==> src/rtl/nv_blkbox_src_bank_if.sv <==
// Config request channel for nv_blkbox_src_bank: valid/ready handshake plus op, channel and operand.
interface nv_blkbox_src_bank_if #(
  parameter int WIDTH = 8,
  parameter int CH_W  = 2
);
  logic             cfg_valid;
  logic             cfg_ready;
  logic [1:0]       cfg_op;
  logic [CH_W-1:0]  cfg_ch;
  logic [WIDTH-1:0] cfg_data;

  modport master (output cfg_valid, output cfg_op, output cfg_ch, output cfg_data, input  cfg_ready);
  modport slave  (input  cfg_valid, input  cfg_op, input  cfg_ch, input  cfg_data, output cfg_ready);
endinterface

==> src/rtl/nv_blkbox_src_bank.sv <==
// Bank of programmable tie-off constants: shadow values staged over a config port,
// copied to the active outputs by a delayed atomic commit, optionally frozen by a sticky lock.
module nv_blkbox_src_bank #(
  parameter int               WIDTH      = 8,
  parameter int               NUM_CH     = 4,
  parameter int               CH_W       = (NUM_CH > 1) ? $clog2(NUM_CH) : 1,
  parameter logic [WIDTH-1:0] RESET_VAL  = '0,
  parameter int               COMMIT_DLY = 2
) (
  input  logic                    nvdla_core_clk,
  input  logic                    nvdla_core_rstn,
  nv_blkbox_src_bank_if.slave     cfg,
  input  logic                    lock_req,
  output logic [NUM_CH*WIDTH-1:0] Y,
  output logic                    commit_done,
  output logic                    locked,
  output logic                    err
);

  localparam int               CNT_W    = $clog2(COMMIT_DLY + 1);
  localparam logic [CNT_W-1:0] CNT_LOAD = CNT_W'(COMMIT_DLY);
  localparam logic [CNT_W-1:0] CNT_ONE  = CNT_W'(1);

  localparam logic [1:0] OP_WRITE  = 2'd0;
  localparam logic [1:0] OP_SET    = 2'd1;
  localparam logic [1:0] OP_CLR    = 2'd2;
  localparam logic [1:0] OP_COMMIT = 2'd3;

  typedef enum logic {ST_IDLE, ST_COMMIT} state_t;

  state_t                          r_state;
  logic                            r_ready;
  logic [CNT_W-1:0]                r_cnt;
  logic                            r_done;
  logic                            r_locked;
  logic                            r_err;
  logic [NUM_CH-1:0][WIDTH-1:0]    r_shd;
  logic [NUM_CH-1:0][WIDTH-1:0]    r_act;

  state_t           w_state_nxt;
  logic [CNT_W-1:0] w_cnt_nxt;
  logic             w_accept;
  logic             w_ch_ok;
  logic             w_shd_we;
  logic             w_apply;
  logic             w_err_set;

  function automatic logic [WIDTH-1:0] apply_op(input logic [1:0]       op,
                                                input logic [WIDTH-1:0] cur,
                                                input logic [WIDTH-1:0] d);
    case (op)
      OP_SET:  apply_op = cur | d;
      OP_CLR:  apply_op = cur & ~d;
      default: apply_op = d;
    endcase
  endfunction

  assign w_accept = cfg.cfg_valid && r_ready;
  assign w_ch_ok  = (32'(cfg.cfg_ch) < 32'(NUM_CH));

  always_comb begin
    w_state_nxt = r_state;
    w_cnt_nxt   = r_cnt;
    w_shd_we    = 1'b0;
    w_apply     = 1'b0;
    w_err_set   = 1'b0;
    case (r_state)
      ST_IDLE: begin
        if (w_accept) begin
          if (r_locked) begin
            w_err_set = 1'b1;
          end else if (cfg.cfg_op == OP_COMMIT) begin
            w_state_nxt = ST_COMMIT;
            w_cnt_nxt   = CNT_LOAD;
          end else if (w_ch_ok) begin
            w_shd_we = 1'b1;
          end else begin
            w_err_set = 1'b1;
          end
        end
      end
      ST_COMMIT: begin
        // A commit in flight ignores the lock; it always lands once started.
        if (r_cnt <= CNT_ONE) begin
          w_apply     = 1'b1;
          w_state_nxt = ST_IDLE;
          w_cnt_nxt   = '0;
        end else begin
          w_cnt_nxt = r_cnt - CNT_ONE;
        end
      end
      default: begin
        w_state_nxt = ST_IDLE;
        w_cnt_nxt   = '0;
      end
    endcase
  end

  always_ff @(posedge nvdla_core_clk or negedge nvdla_core_rstn) begin
    if (!nvdla_core_rstn) begin
      r_state  <= ST_IDLE;
      r_ready  <= 1'b1;
      r_cnt    <= '0;
      r_done   <= 1'b0;
      r_locked <= 1'b0;
      r_err    <= 1'b0;
      for (int i = 0; i < NUM_CH; i++) begin
        r_shd[i] <= RESET_VAL;
        r_act[i] <= RESET_VAL;
      end
    end else begin
      r_state  <= w_state_nxt;
      r_ready  <= (w_state_nxt == ST_IDLE);
      r_cnt    <= w_cnt_nxt;
      r_done   <= w_apply;
      r_locked <= r_locked | lock_req;
      r_err    <= r_err | w_err_set;
      for (int i = 0; i < NUM_CH; i++) begin
        if (w_shd_we && (cfg.cfg_ch == CH_W'(i)))
          r_shd[i] <= apply_op(cfg.cfg_op, r_shd[i], cfg.cfg_data);
        if (w_apply)
          r_act[i] <= r_shd[i];
      end
    end
  end

  assign cfg.cfg_ready = r_ready;
  assign Y             = r_act;
  assign commit_done   = r_done;
  assign locked        = r_locked;
  assign err           = r_err;

endmodule

==> src/flat_wrapper.sv <==
// flat-port wrapper written by rule: the top's interface ports become plain ports
module nv_blkbox_src_bank_flat 
#(
  parameter int               WIDTH      = 8,
  parameter int               NUM_CH     = 4,
  parameter int               CH_W       = (NUM_CH > 1) ? $clog2(NUM_CH) : 1,
  parameter logic [WIDTH-1:0] RESET_VAL  = '0,
  parameter int               COMMIT_DLY = 2
)
  (nvdla_core_clk, nvdla_core_rstn, lock_req, Y, commit_done, locked, err, cfg_cfg_valid, cfg_cfg_op, cfg_cfg_ch, cfg_cfg_data, cfg_cfg_ready);
  nv_blkbox_src_bank_if #(.WIDTH(WIDTH), .CH_W(CH_W)) cfg_i ();
  input  logic nvdla_core_clk;
  input  logic nvdla_core_rstn;
  input  logic lock_req;
  output logic [NUM_CH*WIDTH-1:0] Y;
  output logic commit_done;
  output logic locked;
  output logic err;
  input wire logic [$bits(cfg_i.cfg_valid)-1:0] cfg_cfg_valid;
  input wire logic [$bits(cfg_i.cfg_op)-1:0] cfg_cfg_op;
  input wire logic [$bits(cfg_i.cfg_ch)-1:0] cfg_cfg_ch;
  input wire logic [$bits(cfg_i.cfg_data)-1:0] cfg_cfg_data;
  output wire logic [$bits(cfg_i.cfg_ready)-1:0] cfg_cfg_ready;
  assign cfg_i.cfg_valid = cfg_cfg_valid;
  assign cfg_i.cfg_op = cfg_cfg_op;
  assign cfg_i.cfg_ch = cfg_cfg_ch;
  assign cfg_i.cfg_data = cfg_cfg_data;
  assign cfg_cfg_ready = cfg_i.cfg_ready;
  nv_blkbox_src_bank #(.WIDTH(WIDTH), .NUM_CH(NUM_CH), .CH_W(CH_W), .RESET_VAL(RESET_VAL), .COMMIT_DLY(COMMIT_DLY)) u_core (.nvdla_core_clk(nvdla_core_clk), .nvdla_core_rstn(nvdla_core_rstn), .cfg(cfg_i), .lock_req(lock_req), .Y(Y), .commit_done(commit_done), .locked(locked), .err(err));
endmodule
==> config.mk <==
export PLATFORM = sky130hd
export DESIGN_NAME = nv_blkbox_src_bank_flat
export DESIGN_NICKNAME = d
export VERILOG_FILES = /design/src/rtl/nv_blkbox_src_bank_if.sv /design/src/rtl/nv_blkbox_src_bank.sv /design/src/flat_wrapper.sv
export SDC_FILE = /design/constraint.sdc
export NUM_CORES = 1
export LEC_CHECK = 0
export CELL_PAD_IN_SITES_DETAIL_PLACEMENT = 0
export CELL_PAD_IN_SITES_GLOBAL_PLACEMENT = 1
export CORE_MARGIN = 4
export CORE_UTILIZATION = 36
export DETAILED_ROUTE_END_ITERATION = 8
export PLACE_DENSITY = 0.76
export SYNTH_ARGS = -nofsm -noshare
export SYNTH_HDL_FRONTEND = slang
export SYNTH_SLANG_ARGS = --single-unit
==> constraint.sdc <==
create_clock -name nvdla_core_clk -period 1.3 [get_ports nvdla_core_clk]
set_input_delay 0.26 -clock nvdla_core_clk [delete_from_list [all_inputs] [get_ports nvdla_core_clk]]
set_output_delay 0.26 -clock nvdla_core_clk [all_outputs]
set_load 0.02 [all_outputs]
==> reports/metrics.csv, run 1 <==
metric,value,unit
FF-to-FF Start,u_core.cfg.cfg_ready$_DFF_PN1_,
number of synthesized flops with an enable pin,0,
clk slew on worst S/H paths,80,ps
Die Span Y,97.9,um
CP Max Fanout,8,
Final Hold Fails,0,
leading area contributor after synthesis,dfrtp_1,
endpoints failing setup,33,
Synth cell types,22,
H-tree Lvls,3,
P&R area growth vs syn,38.0,%
drt drc,0,
per-cell routed wire length,15.0,um
worst-case clock buffer depth,2,
syn nets,316,
Final nets,394,
Final GP Congestion,0.805,
IR Drop Worst-Case VDD,605,uV
total negative slack,-4690,ps
Area contributors post-synth,"dfrtp_1 60%, nand2_1 14%, o21ai_0 9.0%, o21ai_1 2.6%, nand2b_1 1.9%",
vias,2383,
cell leakage power,2.00,nW
die area,9580,um^2
outcome,finished with violations,
power density over cell area,1320,nW/um^2
post-route ant nets,0,
DRT Pass-1 Iters,5,
Worst R2R Path Depth,5,
Yosys top cell area share,0.602,
crit path DAT,1690,ps
Die W,97.9,um
grt total ovfl,0,
Commonest cells post-synth,"108 x nand2_1, 70 x dfrtp_1, 52 x o21ai_0, 15 x o21ai_1, 9 x nand2b_1",
Syn Inst Count,297,
main flop type after synthesis,dfrtp_1,
Maximum Capacitance Violations,0,
"setup slack, reg-to-reg",-170,ps
Post-Route WL,7.22,mm
clock skew,12.1,ps
post-synthesis sequential area ratio,0.611,
failing checks,negative setup slack,
final worst path period share,1.13,
Hold Path Class,in -> async,
First DRT Iteration DRCs,99,
antenna cells,0,
Tot Pwr,0.00531,W
core area,7810,um^2
# port buffers,51,
"FFs w/ async S/R, synth",1.00,
CTS Buf Count,9,
cell area after synthesis,2910,um^2
IO Pins,52,
Worst Slack Setup Final,-172,ps
worst slew pin tran,442,ps
CP Class,reg -> reg,
largest net degree at the start of global routing,72,
Achievable Freq,0.679,GHz
Slew HR,0.705,
register bit total from synthesis,71,
Ys Warns,0,
initial core utilization,0.372,
vias per inst,4.94,
FP Rows,32,
clk sinks,71,
CP Data Required Time,1520,ps
first-pass GRT wire length,11.7,mm
clock root buffer,clkbuf_8,
top-count cell post-synth,nand2_1,
worst skew pair latency,350,ps
initial antenna violation count,0,
min Tclk post-route,1470,ps
unrepaired setup endpoints after global routing,true,
FF-to-FF End,u_core.r_shd[13]$_DFFE_PN0P_,
Final HPWL DP,4.65,mm
CTS tree,yes,
layout cells sized above 1,0.295,
Avg Synthesized Cell Area,9.79,um^2
GRT Overall Usage,0.152,
Slew Limit Fails,0,
vias in the first global route,2330,
critical path launch point type,register,
critical path endpoint category,register,
sequential cells by signal, summed over array words and instances, names as in the netlist:
signal / count
u_core.r_shd: 32
u_core.err: 1
u_core.Y: 32
u_core.cfg.cfg_ready: 1
u_core.r_state: 1
u_core.locked: 1
u_core.commit_done: 1
u_core.r_cnt: 2
cells by family after synthesis:
group                    after synthesis  synth area share
AND/OR/NAND/NOR                      128             0.206
flip-flops                            71             0.611
adder cells (fa/ha/maj)                3            0.0129
buffers and inverters                 19            0.0370
AO/OA/AOI/OAI                         76             0.133
stage by stage:
step	area, um^2	std cells	hold WS, ps	utilization	worst slack, ps
2_1_floorplan	2960	297	-35.6	-	-183
3_3_place_gp	3640	455	314	0.466	-592
3_5_place_dp	3640	455	316	0.466	-643
4_1_cts	4010	480	471	0.513	-207
5_1_grt	4010	482	483	0.514	-226
6_report	4010	482	469	0.514	-172
area by class of cell:
cell class	instances	area [um^2]
clock buffer	11	141
clock inverter	5	81.3
fill	735	3800
inverter	6	22.5
multi-input combinational	211	1230
sequential	71	1780
tap	102	128
timing repair buffer	76	628
metal layers:
| layer | vias to the layer above | routed length (um) | global-route usage | share of wire |
|---|---|---|---|---|
| li1 | 1158 | - | - | - |
| met1 | 1159 | 3430 | 0.211 | 0.48 |
| met2 | 51 | 3410 | 0.234 | 0.47 |
| met3 | 15 | 220 | 0.0286 | 0.030 |
| met4 | 0 | 152 | 0.0650 | 0.021 |
| met5 | - | 0 | 0 | 0 |
how the worst max path moves through the flow:
stage                                    from                           end  slack (ps)  cells after the start
2_1_floorplan  u_core.cfg.cfg_ready$_DFF_PN1_  u_core.r_shd[23]$_DFFE_PN0P_        -180                      5
3_3_place_gp                    cfg_cfg_op[0]   u_core.r_shd[2]$_DFFE_PN0P_        -590                      7
3_5_place_dp                    cfg_cfg_op[0]   u_core.r_shd[2]$_DFFE_PN0P_        -640                      7
4_1_cts        u_core.cfg.cfg_ready$_DFF_PN1_                 cfg_cfg_ready        -210                      1
5_1_grt        u_core.cfg.cfg_ready$_DFF_PN1_  u_core.r_shd[18]$_DFFE_PN0P_        -230                      5
6_report       u_core.cfg.cfg_ready$_DFF_PN1_  u_core.r_shd[13]$_DFFE_PN0P_        -170                      5
what timing repair did:
| item | CTS | global route |
|---|---|---|
| gates cloned | 4 | 0 |
| endpoints found under the hold margin | 70 | 0 |
| setup buffers | 4 | 2 |
| gates resized for setup | 121 | 55 |
| hold buffers | 1 | 0 |
| endpoints found under the setup margin | 69 | 64 |
| pin swaps | 30 | 9 |
layout by cell type, fill, tap and decap left out, types with 3 or more instances in the layout:
cell type,Yosys,layout
a21oi_1,8,6
buf_12,0,3
buf_4,0,19
buf_6,4,4
clkbuf_2,0,22
clkbuf_8,0,10
clkdlybuf4s15_1,0,9
clkdlybuf4s50_1,0,12
dfrtp_1,70,70
inv_1,5,4
nand2_1,108,103
nand2_4,0,4
nand2b_1,9,8
nand4b_4,2,4
o21ai_0,52,3
o21ai_1,15,43
o21ai_2,0,21
worst max-delay path, stage by stage, from the launching register on:
cell and delay, ps:
dfstp_2 550, and3b_2 210, buf_12 150, nand4b_4 190
o21ai_1 170, o21ai_1 80
power by group:
group	switching, W	total [W]	internal, W	leakage, nW
registers	0.0000928	0.00246	0.00237	0.971
logic	0.000548	0.000876	0.000328	0.917
clock network	0.000837	0.00197	0.00113	0.110
total	0.00148	0.00531	0.00383	2.00
Power figures use the tool's default switching activity.
==> run 2: changes to the inputs <==
Settings changed: CAP_MARGIN from default to 20.
==> results of run 2 <==
The final DEF is identical to that of run 1; final timing and power are the same.
